`config.mk`:
```
export PLATFORM = sky130hd
export DESIGN_NAME = varredura_display
export DESIGN_NICKNAME = d
export VERILOG_FILES = /design/src/rtl/display_pkg.sv /design/src/rtl/proximo_digito.sv /design/src/rtl/varredura_display.sv
export SDC_FILE = /design/constraint.sdc
export NUM_CORES = 1
export LEC_CHECK = 0
export CELL_PAD_IN_SITES_DETAIL_PLACEMENT = 1
export CELL_PAD_IN_SITES_GLOBAL_PLACEMENT = 1
export CORE_MARGIN = 4
export CORE_UTILIZATION = 43
export CTS_CLUSTER_SIZE = 16
export DETAILED_ROUTE_END_ITERATION = 8
export GPL_ROUTABILITY_DRIVEN = 0
export GPL_TIMING_DRIVEN = 0
export PLACE_DENSITY_LB_ADDON = 0.3
export SLEW_MARGIN = 20
export SYNTH_ARGS = -nofsm -noshare
export SYNTH_HDL_FRONTEND = slang
export SYNTH_SLANG_ARGS = --single-unit
export TNS_END_PERCENT = 10
```
`constraint.sdc`:
```
create_clock -name clock -period 3.9 [get_ports clock]
set_input_delay 0.975 -clock clock [delete_from_list [all_inputs] [get_ports clock]]
set_output_delay 0.975 -clock clock [all_outputs]
set_load 0.02 [all_outputs]
```
`src/rtl/display_pkg.sv`:
```
// Shared definitions for the seven-segment display scan logic.
//   - estado_t    : scan controller states (OCIOSO, APAGADO, EXIBE)
//   - DIG_*       : digit selector values seen by the downstream digit mux
//   - NUM_DIG     : number of digits on the display
//   - anodo_ativo : active-low anode pattern with a single digit enabled
package display_pkg;

    typedef enum logic [1:0] {
        OCIOSO  = 2'd0,  // idle, all anodes off
        APAGADO = 2'd1,  // blanking at the start of a slot
        EXIBE   = 2'd2   // selected digit lit
    } estado_t;

    localparam int NUM_DIG = 4;

    localparam logic [1:0] DIG_UNID   = 2'd0;
    localparam logic [1:0] DIG_DEZ    = 2'd1;
    localparam logic [1:0] DIG_AGRO   = 2'd2;
    localparam logic [1:0] DIG_ESTADO = 2'd3;

    // Active-low: only bit idx is 0.
    function automatic logic [3:0] anodo_ativo(input logic [1:0] idx);
        return ~(4'b0001 << idx);
    endfunction

endpackage

```
`src/rtl/proximo_digito.sv`:
```
// Combinational search for the next enabled digit.
// Ports:
//   atual   in  2  current digit index
//   mascara in  4  digit enable mask, bit i enables index i
//   proximo out 2  first enabled index strictly after atual, wrapping 3 -> 0;
//                  equals atual when atual is the only enabled digit
//   volta   out 1  wrap flag, proximo <= atual
//   nenhum  out 1  no digit enabled (mascara == 0)
module proximo_digito
    import display_pkg::*;
(
    input  logic [1:0] atual,
    input  logic [3:0] mascara,
    output logic [1:0] proximo,
    output logic       volta,
    output logic       nenhum
);

    logic       achou;
    logic [1:0] cand;

    // Walk atual+1 .. atual+4; the last candidate is atual itself, which
    // covers the single-digit case.
    always_comb begin
        proximo = atual;
        achou   = 1'b0;
        cand    = atual;
        for (int k = 1; k <= NUM_DIG; k++) begin
            cand = atual + 2'(k);
            if (!achou && mascara[cand]) begin
                proximo = cand;
                achou   = 1'b1;
            end
        end
    end

    assign volta  = (proximo <= atual);
    assign nenhum = (mascara == 4'b0000);

endmodule

```
`src/rtl/varredura_display.sv`:
```
// Scan controller for the four-digit seven-segment display.
// Each enabled digit gets a slot of DIV cycles: BLANK cycles with all anodes
// off (seletor already pointing at the new digit), then DIV-BLANK cycles with
// that digit's anode driven low.
// Ports:
//   clock      in  1  system clock, rising edge
//   reset      in  1  asynchronous, active-high
//   habilita   in  1  scan enable, sampled at slot boundaries and when idle
//   mascara    in  4  digit enable mask, sampled at slot boundaries
//   seletor    out 2  digit index to the digit mux
//   anodos     out 4  active-low digit enables, bit i <-> seletor value i
//   fim_quadro out 1  one-cycle pulse in the first cycle of a new frame
module varredura_display
    import display_pkg::*;
#(
    parameter int unsigned DIV   = 8,  // cycles per digit slot, >= 2
    parameter int unsigned BLANK = 2   // blanking cycles per slot, < DIV
) (
    input  logic       clock,
    input  logic       reset,
    input  logic       habilita,
    input  logic [3:0] mascara,
    output logic [1:0] seletor,
    output logic [3:0] anodos,
    output logic       fim_quadro
);

    localparam int unsigned CW = (DIV > 1) ? $clog2(DIV) : 1;

    // Last counter value in each phase of the slot.
    localparam logic [CW-1:0] ULT_APAGADO = (BLANK > 0) ? CW'(BLANK - 1) : '0;
    localparam logic [CW-1:0] ULT_EXIBE   = CW'(DIV - BLANK - 1);

    // State entered when a new slot starts.
    localparam estado_t ENTRADA_SLOT = (BLANK == 0) ? EXIBE : APAGADO;

    estado_t       estado_q, estado_d;
    logic [CW-1:0] cont_q, cont_d;
    logic [1:0]    seletor_q, seletor_d;
    logic [3:0]    anodos_q, anodos_d;
    logic          fim_q, fim_d;

    logic [1:0] busca_atual;
    logic [1:0] proximo;
    logic       volta;
    logic       nenhum;
    logic       inicia;
    logic       entra_slot;

    // From idle, searching after index 3 yields the lowest enabled index.
    assign busca_atual = (estado_q == OCIOSO) ? DIG_ESTADO : seletor_q;

    proximo_digito u_proximo_digito (
        .atual   (busca_atual),
        .mascara (mascara),
        .proximo (proximo),
        .volta   (volta),
        .nenhum  (nenhum)
    );

    assign inicia = habilita && !nenhum;

    always_comb begin
        estado_d   = estado_q;
        cont_d     = cont_q;
        seletor_d  = seletor_q;
        entra_slot = 1'b0;

        unique case (estado_q)
            OCIOSO: begin
                cont_d = '0;
                if (inicia) begin
                    seletor_d  = proximo;
                    entra_slot = 1'b1;
                    estado_d   = ENTRADA_SLOT;
                end
            end
            APAGADO: begin
                if (cont_q == ULT_APAGADO) begin
                    estado_d = EXIBE;
                    cont_d   = '0;
                end else begin
                    cont_d = cont_q + 1'b1;
                end
            end
            EXIBE: begin
                if (cont_q == ULT_EXIBE) begin
                    cont_d = '0;
                    if (inicia) begin
                        seletor_d  = proximo;
                        entra_slot = 1'b1;
                        estado_d   = ENTRADA_SLOT;
                    end else begin
                        // Stop: seletor is held, anodes go off on this edge.
                        estado_d = OCIOSO;
                    end
                end else begin
                    cont_d = cont_q + 1'b1;
                end
            end
            default: begin
                estado_d = OCIOSO;
                cont_d   = '0;
            end
        endcase

        // A frame starts on a wrap or on the first slot after idle.
        fim_d    = entra_slot && ((estado_q == OCIOSO) || volta);
        anodos_d = (estado_d == EXIBE) ? anodo_ativo(seletor_d) : 4'b1111;
    end

    always_ff @(posedge clock or posedge reset) begin
        if (reset) begin
            estado_q  <= OCIOSO;
            cont_q    <= '0;
            seletor_q <= DIG_UNID;
            anodos_q  <= 4'b1111;
            fim_q     <= 1'b0;
        end else begin
            estado_q  <= estado_d;
            cont_q    <= cont_d;
            seletor_q <= seletor_d;
            anodos_q  <= anodos_d;
            fim_q     <= fim_d;
        end
    end

    assign seletor    = seletor_q;
    assign anodos     = anodos_q;
    assign fim_quadro = fim_q;

endmodule

```
* After elaboration in Yosys (flattened, before gate mapping) *
Index checks and enable logic that the tools add are counted.

word-level totals
  register bits after elaboration = 12
  bits of input ports = 7
  output and inout port bits = 7
  logic and storage cells = 64

cells by class
  $add $sub $neg = 4
  magnitude comparators = 5
  equal/unequal tests = 5
  shift operators = 1
  multiplexer cells = 31
  bitwise operators = 1
  reduce and logical (&&, ||, !) cells = 12

operator list
  kind                                                        number
  2-to-1 mux 2 bit                                            10
  less-than comparator 2 x 3 -> 1 bit, second input constant  4
  2-to-1 mux 1 bit                                            10
  binary-select mux 1 bit (select 2 bit)                      4
  2-to-1 mux 3 bit                                            2
  one-hot mux 2 bit (3 select lines)                          1
  one-hot mux 3 bit (2 select lines)                          1
  logical AND 1 bit                                           5
  adder 2 bit, second input constant                          2
  equality test 2 bit, second input constant                  2
  logical NOT 1 bit                                           4
  logical NOT 4 bit                                           1
  2-to-1 mux 4 bit                                            1
  NOT 4 bit                                                   1
  one-hot mux 2 bit (2 select lines)                          1
  left shift 1 x 2 -> 4 bit, first input constant             1
  adder 3 x 1 -> 3 bit, second input constant                 1
  equality test 3 x 1 -> 1 bit, second input constant         1
  equality test 3 bit, second input constant                  1
  adder 2 x 1 -> 2 bit, second input constant                 1
  equality test 2 x 1 -> 1 bit, second input constant         1
  <= comparator 2 bit                                         1
  logical NOT 2 bit                                           1
  one-hot mux 1 bit (2 select lines)                          1
  logical OR 1 bit                                            1

* Logic depth before layout (Yosys ltp) *
Gate-level depths: netlist of the first run.

  word-level depth = 21
  gate-level depth with buffers = 12
  gate-level depth less buffers = 11

* Cells and area by module *
A second synthesis of the first run with hierarchy kept.

second synthesis, totals
  cell total of the unflattened synthesis = 83
  area total of the unflattened synthesis = 774.5 sq um

modules (own cells, without submodules)
  module             times used  cells an instance  area an instance (sq um)  seq. area each (sq um)
  varredura_display  1           62                 648.1                     305.3
  proximo_digito     1           21                 126.4                     0.0

* Least setup slack after synthesis of the first run *
OpenSTA, ideal clock, no wires.

  path type = input to register
  start point = input mascara[1]
  end point = register fim_q (netlist: fim_quadro)
  library setup time = 0.126 ns
  arrival = 2.634 ns
  required time = 3.774 ns
  path slack = 1.140 ns
  stages = 9
  path buffers = 0
  cell sequence = or4_1 o21a_1 a211oi_2 nor2_1 xnor2_1 ha_1 a21oi_1 a211oi_1 nor2_1

on the way
  longest elaborated chain between the ends = 15
  elaborated cells on any way between the ends = 30
  classes of those cells = 1 x order compare; 18 x mux; 11 x reduce/logical

ends and longest elaborated chain
  what                                    RTL line                  RTL
  start, declared                         varredura_display.sv:22   input logic [3:0] mascara,
  binary-select mux 1 bit (select 2 bit)  proximo_digito.sv:30      if (!achou && mascara[cand]) begin
  2-to-1 mux 1 bit (not written as such)  proximo_digito.sv:30
  2-to-1 mux 1 bit                        proximo_digito.sv:30
  logical NOT 1 bit                       proximo_digito.sv:30
  logical AND 1 bit                       proximo_digito.sv:30
  2-to-1 mux 1 bit                        proximo_digito.sv:30
  logical NOT 1 bit                       proximo_digito.sv:30
  logical AND 1 bit                       proximo_digito.sv:30
  2-to-1 mux 1 bit                        proximo_digito.sv:30
  logical NOT 1 bit                       proximo_digito.sv:30
  logical AND 1 bit                       proximo_digito.sv:30
  2-to-1 mux 2 bit                        proximo_digito.sv:30
  <= comparator 2 bit                     proximo_digito.sv:37      assign volta = (proximo <= atual);
  logical OR 1 bit                        varredura_display.sv:108  fim_d = entra_slot && ((estado_q == OCIOSO) || volta);
  logical AND 1 bit (*)                   varredura_display.sv:108
  via fim_d                               varredura_display.sv:41   logic fim_q, fim_d;
  end signal, assigned                    varredura_display.sv:124  fim_q <= fim_d;
  end, declared                           varredura_display.sv:41

The timed path passes the listed nets; every way through them passes the cells marked *. The select of a mux whose other input is x is not followed.

* Worst setup path after layout of the first run *
Same ends and word-level chain as after synthesis.

==> results of run 1 <==
==> critical path: stages <==
cell and delay (ps):
clkdlybuf4s50_1 480, or4_1 580, o21a_1 160, a211oi_2 260, nor2_1 90, xnor2_1 140, ha_1 290, a21oi_1 60
a211oi_1 200, nor2_1 70
==> per-stage QoR <==
step | setup slack (ps) | instances | power, µW | area [µm²]
final | 752 | 148 | 852 | 1120
after global routing | 649 | 148 | 935 | 1120
after CTS | 767 | 148 | 858 | 1120
after detailed placement | 451 | 144 | 766 | 1090
after global placement | 494 | 144 | 735 | 1090
after floorplan | 1140 | 104 | 617 | 927
==> final cells by class <==
| cell class | count | share of cell area (%) |
|---|---|---|
| Multi-Input combinational cell | 79 | 51.2 |
| Sequential cell | 12 | 27.3 |
| Timing Repair Buffer | 13 | 11.6 |
| Inverter | 11 | 3.70 |
| Tap cell | 27 | 3.02 |
| Clock buffer | 4 | 2.35 |
| Buffer | 2 | 0.784 |
==> power by group <==
part / total, µW / leakage [µW] / switching (µW) / internal, µW
Combinational: 581 / 0.000301 / 339 / 242
Sequential: 189 / 0.000146 / 30.1 / 159
Clock: 81.6 / 0.0000150 / 42.0 / 39.7
Total: 852 / 0.000462 / 411 / 441
==> layer usage <==
layer	up-vias	routed length (µm)	global-route usage [%]
met5	-	0	0
met4	0	107	12.9
met3	12	112	3.81
met2	28	1250	35.5
met1	416	1020	22.6
li1	411	-	-
==> final timing paths <==
| check | startpoint | endpoint | cells after the start |
|---|---|---|---|
| worst max-delay path | mascara[1] | fim_quadro$_DFF_PP0_ | 10 |
| worst min-delay path | cont_q[0]$_DFF_PP0_ | cont_q[0]$_DFF_PP0_ | 1 |
| worst max register to register | estado_q[1]$_DFF_PP0_ | fim_quadro$_DFF_PP0_ | 12 |
| worst min register to register | cont_q[0]$_DFF_PP0_ | cont_q[0]$_DFF_PP0_ | 1 |
| max in group asynchronous | reset | anodos[0]$_DFF_PP1_ | 2 |
| min in group asynchronous | reset | cont_q[2]$_DFF_PP0_ | 2 |
==> state kept, by name, indices dropped and copies added, names as in the netlist <==
signal / count
cont_q: 3
fim_quadro: 1
seletor: 2
anodos: 4
estado_q: 2
==> cells by family (layout without fill, tap and decap cells) <==
family          count (synthesis)  after routing  share of synthesized area (%)
fa+ha+maj                       8              8                           10.8
mux                             2              2                           2.16
xor+xnor                        2              2                           1.89
flops                          12             12                           32.9
compound gates                 31             31                           26.5
simple gates                   36             36                           20.4
buf+inv                        13             30                           5.40
==> placed cells by master, fill, tap and decap left out, drive strengths merged, types with 2 or more instances in the layout <==
master and count:
a211oi 3, a21oi 5, clkbuf 5, clkdlybuf4s50 13
dfrtp 8, dfstp 4, ha 8, inv 11
mux2i 2, nand2 7, nand2b 3, nand4 2
nor2 9, nor2b 3, nor3 3, o211ai 2
o21a 3, o21ai 6, or2 3, xnor2 2
==> flow_summary_export.csv, run 1 <==
group,metric,value,unit
worst_setup_path,path_class,"primary input to register",
timing,fin_crit_sh,80.7,%
cts,clockBufferDepth,2,
synth,syn_inst,104,
synth,synth_area_leaders,"dfrtp_1, dfstp_2, ha_1",
place,port_buffers,13,
layout,regArea,305,µm²
worst_setup_path,cp_max_fo,5,
flow_run,maxCapViolations,0,
cts,postCtsSetupRepairBufs,0,
timing,skew,3.64,ps
floorplanning,chipWidth,54.4,µm
global_routing,grt-ovfl-total,0,
global_routing,grt_start_max_net_pins,13,
timing,grt_setup_unrepaired,"no",
timing,worstMarginPinSlew,485,ps
synth,yosysSeqAreaShare,32.9,%
min_path,hp-class,"register to register",
timing,finalMaxSlewViolations,0,
global_routing,grt_use_total,20.4,%
layout,area_delta_synth_final,20.5,%
worst_setup_path,required,4060,ps
global_routing,grt_pass1_vias,904,
floorplanning,fp.dieH,54.4,µm
timing,holdWs,470,ps
cts,htree_levels,1,
synth,yosys.area.top_type,"dfrtp_1",
routing,vias,867,
synth,async_flop_share,100,%
synth,synth_area,927,µm²
cts,cts.sinks,12,
cts,cts.repair.resized,0,
cts,clock_latency,280,ps
timing,min_period,3150,ps
synth,synthTopCellsByCount,"inv_1, nor2_1, dfrtp_1, ha_1, nand2_1",
status,outcome,"finished clean",
cts,numCtsBuffers,3,
layout,multi_input_area,572,µm²
floorplanning,initial_utilization,46.3,%
power,vdd_drop_max,0.000367,V
routing,routed_wl,2.49,mm
worst_setup_path,r2r_setup_slack,1090,ps
synth,avgSynthCellArea,8.91,µm²
routing,drtIter0Drc,20,
cts,path_clk_slew,80,ps
timing,finalSetupViolations,0,
routing,wl_per_cell,16.9,µm
global_routing,grt_first_pass_wirelength,4.21,mm
synth,yosysMostFrequentCell,"inv_1",
synth,synth_seq_cells,12,
floorplanning,rows,16,
global_routing,antenna_found_initial,0,
worst_setup_path,worst_setup_path_start_kind,"primary input",
layout,num_antenna_cells,0,
cts,ctsRootBufferMaster,"clkbuf_4",
cts,postCtsHoldBufs,0,
timing,hold_viol_final,0,
power,p_per_area,763,nW/µm²
layout,layout.nets,137,
synth,synth_edf_count,0,
synth,synth_flop_cell,"dfrtp_1",
routing,post_drt_via_cell_ratio,5.86,
power,p_leak,0.000462,µW
timing,tns,0,ps
floorplanning,core_region_area,2000,µm²
floorplanning,die-area,2960,µm²
timing,relSlewSlack,67.5,%
layout,finish.utilization,55.8,%
layout,drive_gt1_share,11.6,%
floorplanning,ios,14,
worst_setup_path,arrival,3310,ps
timing,fmax,318,MHz
worst_setup_path,worst_setup_path_end_kind,"register",
layout,nFillCells,249,
routing,drc,0,
synth,syn-num-nets,119,
synth,synth.distinct_cells,41,
synth,ys_warn_count,0,
synth,synth_top_area_share,21.6,%
cts,cts_tree,"yes",
routing,ant_nets,0,
place,dp_hpwl,2.00,mm
routing,dr.pass1.iters,6,
Note: power is estimated with default switching activity, not from simulation.
==> inputs of run 2 (changes only) <==
CORE_UTILIZATION = 40   (was 43)
clock period = 3.2 ns   (was 3.9 ns; I/O delays follow)
==> run 2 against run 1 <==
  * Total power is 20% higher
  * Clock skew is 9.3 ps higher
  * Non-clock buffer count stayed put
  * Critical endpoint unchanged
  * Clock power is 16% higher
==> flow_summary_export.csv, run 2 (synthesized netlist as in run 1, its figures left out) <==
group,metric,value,unit
place,port_buffers,13,
worst_setup_path,critical_path.reg2reg.startpoint,"estado_q[0]$_DFF_PP0_",
floorplanning,die-area,3150,µm²
timing,min_period,2980,ps
power,p_leak,0.000462,µW
cts,numCtsBuffers,3,
layout,drive_gt1_share,11.6,%
place,dp_slack,-73.6,ps
timing,relSlewSlack,68.2,%
routing,dr.pass1.iters,4,
cts,cts.repair.resized,0,
global_routing,grt-ovfl-total,0,
cts,postCtsSetupRepairBufs,0,
floorplanning,ios,14,
timing,skew,12.9,ps
routing,vias,829,
min_path,whs_path_depth,1,
cts,clockBufferDepth,2,
power,p_per_area,914,nW/µm²
routing,wl_per_cell,14.4,µm
worst_setup_path,worstSetupStartpoint,"mascara[1]",
routing,routed_wl,2.15,mm
global_routing,antenna_found_initial,0,
floorplanning,chipWidth,56.1,µm
status,outcome,"finished clean",
worst_setup_path,arrival,3130,ps
global_routing,grt_first_pass_wirelength,3.67,mm
worst_setup_path,worst-path-buf-inv,1,
worst_setup_path,crit_cells,10,
min_path,hp-start,"cont_q[0]$_DFF_PP0_",
cts,path_clk_slew,80,ps
timing,worstMarginPinSlew,474,ps
routing,drc,0,
layout,largest_reg_flops,4,
worst_setup_path,cpMostUsedCell,"nor2_1",
layout,stdcell_count,149,
worst_setup_path,worst_setup_path_end_kind,"register",
worst_setup_path,required,3360,ps
timing,hold_viol_final,0,
timing,tns,0,ps
worst_setup_path,r2r_setup_slack,370,ps
worst_setup_path,crit_family,"simple AND/OR/NAND/NOR gates",
floorplanning,initial_utilization,41.9,%
layout,layout.nets,137,
layout,mostFrequentLayoutCell,"clkdlybuf4s50_1",
cts,clock_latency,270,ps
min_path,hp-class,"register to register",
worst_setup_path,crit_slowest_cell,"or4_1",
timing,fmax,336,MHz
global_routing,grt_use_total,14.4,%
layout,area_delta_synth_final,20.6,%
worst_setup_path,worst-r2r-cell-count,12,
layout,nFillCells,274,
flow_run,maxCapViolations,0,
place,dp_hpwl,1.81,mm
power,vdd_drop_max,0.000373,V
cts,htree_levels,1,
cts,postCtsHoldBufs,0,
worst_setup_path,cp_max_fo,5,
worst_setup_path,worstPathCellList,"clkdlybuf4s50_1 -> or4_1 -> o21a_1 -> a211oi_2 -> nor2_1 -> xnor2_1 -> ha_1 -> a21oi_1 -> a211oi_1 -> nor2_1",
worst_setup_path,path_class,"primary input to register",
floorplanning,core_region_area,2210,µm²
cts,ctsRootBufferMaster,"clkbuf_4",
timing,setup_ws,222,ps
global_routing,grt_pass1_vias,824,
floorplanning,fp.dieH,56.1,µm
worst_setup_path,slowest_delay,580,ps
timing,fin_crit_sh,93.1,%
timing,grt_setup_unrepaired,"no",
global_routing,grt_start_max_net_pins,13,
layout,num_antenna_cells,0,
layout,layout_common_cells,"clkdlybuf4s50_1, inv_1, nor2_1",
place,placedCellCount,145,
floorplanning,rows,17,
worst_setup_path,worst_setup_path_start_kind,"primary input",
routing,drtIter0Drc,11,
timing,finalMaxSlewViolations,0,
cts,cts_tree,"yes",
timing,finalSetupViolations,0,
routing,post_drt_via_cell_ratio,5.56,
cts,cts.sinks,12,
routing,ant_nets,0,
## run 2: final cells by class
| cell class | count | area, µm² | share of cell area, % |
|---|---|---|---|
| multi-input combinational | 79 | 572 | 51.1 |
| sequential | 12 | 305 | 27.3 |
| timing repair buffer | 13 | 130 | 11.6 |
| inverter | 11 | 41.3 | 3.69 |
| tap | 28 | 35.0 | 3.13 |
| clock buffer | 4 | 26.3 | 2.35 |
| buffer | 2 | 8.76 | 0.783 |
## run 2: power by group
group          internal, µW  total, µW  switching (µW)
sequential              194        231            37.0
combinational           294        696             402
clock                  48.2       94.6            46.4
## run 2: metrics by stage
stage,total power (µW),cell area (µm²),hold WS [ps],util [%]
after floorplan,752,927,435,-
after global placement,905,1090,450,49.4
after detailed placement,933,1090,464,49.4
after CTS,1030,1120,475,50.6
after global routing,1120,1120,508,50.6
final,1020,1120,469,50.6
## run 2: routing by layer
layer / GRT usage, % / share of wire, %
met1: 18.6 / 48
met2: 24.2 / 47
met3: 1.62 / 3.1
met4: 6.10 / 1.9
met5: 0 / 0
## run 2: path summary, 6_finish.rpt
kind | to
worst max-delay path | fim_quadro$_DFF_PP0_
worst min-delay path | cont_q[0]$_DFF_PP0_
worst max register to register | fim_quadro$_DFF_PP0_
worst min register to register | cont_q[0]$_DFF_PP0_
max in group asynchronous | anodos[1]$_DFF_PP1_
min in group asynchronous | cont_q[0]$_DFF_PP0_
==> inputs of run 3 (changes only) <==
TNS_END_PERCENT = not set   (was 10)
==> results of run 3 <==
The final DEF is identical to that of run 2; final timing and power are the same.
==> RTL change 1 (flow settings as in run 2) <==
Re-encode `estado_t` (3 values) as one-hot, 3 bits wide.
--- a/src/rtl/display_pkg.sv
+++ b/src/rtl/display_pkg.sv
@@ -5,10 +5,10 @@
 //   - anodo_ativo : active-low anode pattern with a single digit enabled
 package display_pkg;
 
-    typedef enum logic [1:0] {
-        OCIOSO  = 2'd0,  // idle, all anodes off
-        APAGADO = 2'd1,  // blanking at the start of a slot
-        EXIBE   = 2'd2   // selected digit lit
+    typedef enum logic [2:0] {
+        OCIOSO  = 3'b001,  // idle, all anodes off
+        APAGADO = 3'b010,  // blanking at the start of a slot
+        EXIBE   = 3'b100   // selected digit lit
     } estado_t;
 
     localparam int NUM_DIG = 4;
Check against the original RTL: same outputs for any inputs over 10 cycles, from zero or initial values and one cycle with reset high; not proved beyond that.
==> RTL change 1 against run 2 <==
Cell area up 0.45%. Total power down 0.52%. Wire length shrank 0.28%. Count of clock-buffer cells in the layout unchanged. Worst setup slack improved by 0.13 ns. Synthesized area grew 0.54%. Sequential share of layout area increased by 2.2 points. First-iteration DRC count fell by 45%. Register-to-register slack improved by 0.35 ns. Sequential power up 8%. Final cell count shrank 4.0%. Sequential cell count is 1 higher. Largest cell class unchanged. Largest power group unchanged.
==> RTL change 1: results (changes against run 2) <==
The flow ran to the end, and the final reports show no timing, DRC or antenna violations. The via total after detailed routing was 778 (was 829). The beginning of the critical path was mascara[2] (was mascara[1]). The detailed placer's ending HPWL was 1.65 mm (was 1.81 mm); the cell depth of the worst flop-to-flop path was 11 (was 12).

The net count after synthesis came out at 109 (was 119). The number of cells in the design after placement came out at 139 (was 145). The routed length per instance came out at 15.0 um (was 14.4 um).

The area fraction in compound gates after synthesis was 22.0% (was 26.5%). The number of distinct library cells after synthesis came out at 35 (was 41). The remaining max-slew budget at the tightest pin came out at 66.4% (was 68.2%). The cell with the biggest individual delay on the critical path was sky130_fd_sc_hd__clkdlybuf4s50_1 (was sky130_fd_sc_hd__or4_1).

The via count of the first global-routing pass was 792 (was 824). Reg-to-reg endpoint: fim_quadro (unchanged). The post-synthesis area per instance works out to 9.51 um2 (was 8.91 um2). The share of post-route cells with drive strength above 1 is 13.0% (was 11.6%), and the area share of xor/xnor cells in the synthesized design is 2.82% (was 1.89%). The cell leakage power was 0.458 nW (was 0.462 nW); the biggest cell delay along the critical path was 0.53 ns (was 0.58 ns). Number of nets in the layout: 127 (was 137). The critical path arrival was 3.05 ns (was 3.13 ns); the cell area after placement was 1100 um2 (was 1090 um2).

The run gives 541 um2 (was 572 um2) as the total area of multi-input combinational cells. Most instantiated cells after synthesis: sky130_fd_sc_hd__nor2_1, sky130_fd_sc_hd__a21oi_1, sky130_fd_sc_hd__dfrtp_1 (was sky130_fd_sc_hd__inv_1, sky130_fd_sc_hd__nor2_1, sky130_fd_sc_hd__dfrtp_1, sky130_fd_sc_hd__ha_1, sky130_fd_sc_hd__nand2_1). Leading post-synthesis cells by cell area: sky130_fd_sc_hd__dfrtp_1, sky130_fd_sc_hd__dfstp_2, sky130_fd_sc_hd__mux2i_1, sky130_fd_sc_hd__ha_1, sky130_fd_sc_hd__a21oi_1 (was sky130_fd_sc_hd__dfrtp_1, sky130_fd_sc_hd__dfstp_2, sky130_fd_sc_hd__ha_1, sky130_fd_sc_hd__inv_1, sky130_fd_sc_hd__nor2_1). The violation count after the first detailed-route iteration is 6 (was 11). The tools report the worst flop-to-flop path startpoint as estado_q[0] (unchanged). The run gives 0.126 ns (was -0.0736 ns) as the post-placement worst setup slack. The logs give 14.7% (was 14.4%) for the global-route usage over all layers and 14 (was 13) for the maximum number of pins on one net before global-route repair. For the share of synthesized area occupied by flip-flops and latches, the log shows 35.6% (was 32.9%). The proportion of synthesized area in mux cells came out at 6.44% (was 2.16%). The wire length of the first global-routing pass is 3.70 mm (was 3.67 mm).

The mean number of vias per cell is 5.44 (was 5.56). The combinational gate power is 0.666 mW (was 0.696 mW). The fraction of power consumed by combinational cells was 65.5% (was 68.1%).

The tools report the sink of the worst hold path as cont_q[0] (unchanged). The worst setup skew after layout was 0.0102 ns (was 0.0129 ns). The logs give 0.461 mW (was 0.486 mW) for the switching component of the power and 0.72 ns (was 0.37 ns) for the internal reg-to-reg setup slack.
## RTL change 1: changes by cell type after synthesis, sizes merged, moves of 3 or more
cell	run 2	this run
inv	11	5
mux2i	2	6
a21oi	5	9
nor3b	0	3
o21ai	6	3
nor2b	3	7
or2	3	0
ha	8	4
nand2	7	2
nand3	1	4
## RTL change 1: final cells by class
cell class | count | area share (%)
plain buffers | 4 | 3.67
clock buffers | 4 | 2.34
inverters | 5 | 1.67
multi-input cells | 76 | 48.1
flip-flops and latches | 13 | 29.5
well taps | 28 | 3.12
repair buffers | 13 | 11.6
## RTL change 1: worst max-delay path by stage
stage	to	slack, ns
6_report	fim_quadro	0.35
5_1_grt	fim_quadro	0.08
2_1_floorplan	fim_quadro	0.92
4_1_cts	fim_quadro	0.39
3_3_place_gp	fim_quadro	0.17
3_5_place_dp	fim_quadro	0.13
## RTL change 1: metal layers
metal	global-route usage (%)	wire, um
met5	0	0
met3	4.60	89
met1	20.6	1020
met2	22.9	1040
met4	2.03	0
==> RTL change 2 (flow settings as in run 2) <==
Without the edit above. `DIV`: 8 -> 16.
--- a/src/rtl/varredura_display.sv
+++ b/src/rtl/varredura_display.sv
@@ -13,7 +13,7 @@
 module varredura_display
     import display_pkg::*;
 #(
-    parameter int unsigned DIV   = 8,  // cycles per digit slot, >= 2
+    parameter int unsigned DIV   = 16,  // cycles per digit slot, >= 2
     parameter int unsigned BLANK = 2   // blanking cycles per slot, < DIV
 ) (
     input  logic       clock,
Behaviour: not the same (a bounded check fails within 10 cycles, from zero or initial values and one cycle with reset high).
==> RTL change 2 against run 2 <==
Sequential cell count increased by 1. Synthesized area increased by 0.54%. Non-clock buffer count unchanged. Cell area increased by 0.45%. Count of clock-buffer cells in the layout unchanged. Die area increased by 0.46%. Clock power increased by 2%. Worst setup slack improved by 0.075 ns. Sequential share of layout area increased by 2.1 points. Critical path depth increased by 1. Total power decreased by 3.8%. Wire length decreased by 5.4%.
==> RTL change 2: results (changes against run 2) <==
The flow ran to the end, and the final reports show no timing, DRC or antenna violations. The violation count after the first detailed-route iteration was 8 (was 11); the biggest cell delay along the critical path was 0.51 ns (was 0.58 ns). The share of post-route cells with drive strength above 1 works out to 13.7% (was 11.6%). The switching part of the total is 45.1% (was 47.5%), and the maximum resistive drop on vdd is 0.371 mV (was 0.373 mV). The tools report the number of multi-input logic gates as 78 (was 79).

The tools report the net count after synthesis as 115 (was 119). The maximum frequency from static timing analysis is 344 MHz (was 336 MHz), and the maximum number of pins on one net before global-route repair is 14 (was 13). The cell with the biggest individual delay on the critical path is sky130_fd_sc_hd__clkdlybuf4s50_1 (was sky130_fd_sc_hd__or4_1).

The buffer share of cell area was 13.0% (was 12.4%); the post-placement worst setup slack was -0.00191 ns (was -0.0736 ns). The family of cells with the greatest summed delay on the critical path is compound AO/OA/AOI/OAI gates (was simple AND/OR/NAND/NOR gates). The largest fanout on the critical path is 4 (was 5), and the proportion of synthesized area in mux cells is 3.76% (was 2.16%). Most instantiated cells after synthesis: sky130_fd_sc_hd__nor2_1, sky130_fd_sc_hd__dfrtp_1, sky130_fd_sc_hd__ha_1 (was sky130_fd_sc_hd__inv_1, sky130_fd_sc_hd__nor2_1, sky130_fd_sc_hd__dfrtp_1, sky130_fd_sc_hd__ha_1, sky130_fd_sc_hd__nand2_1). The area share of xor/xnor cells in the synthesized design is 3.76% (was 1.89%), and the total area of multi-input combinational cells is 559 um2 (was 572 um2). The fraction of standard cell area that is sequential came out at 29.4% (was 27.3%). For the remaining max-slew budget at the tightest pin, the log shows 67.0% (was 68.2%). The beginning of the critical path was mascara[2] (was mascara[1]).

The total detailed-routing wirelength was 2.03 mm (was 2.15 mm). The logs give 0.00158 ns (was 0.0129 ns) for the worst setup skew after layout and 776 (was 829) for the via total after detailed routing.
==> RTL change 2: changes by cell type after synthesis, sizes merged, moves of 3 or more <==
cell,run 2,this run
inv,11,7
a211oi,3,0
o21ai,6,3
nor2,9,17
==> RTL change 2: metal layers <==
metal / track usage (%) / vias to the layer above / wire (um)
met1: 17.0 / 377 / 933
met4: 5.08 / 0 / 18
li1: - / 385 / -
met2: 25.2 / 12 / 991
met5: 0 / - / 0
met3: 2.76 / 2 / 87
==> RTL change 2: worst min path at each step <==
stage / start / endpoint / slack, ns / cells after the start
6_report: cont_q[0] / cont_q[0] / 0.49 / 1
5_1_grt: cont_q[0] / cont_q[0] / 0.52 / 1
4_1_cts: cont_q[0] / cont_q[0] / 0.50 / 1
3_5_place_dp: cont_q[0] / cont_q[0] / 0.49 / 1
2_1_floorplan: cont_q[0] / cont_q[0] / 0.46 / 1
3_3_place_gp: cont_q[0] / cont_q[0] / 0.48 / 1
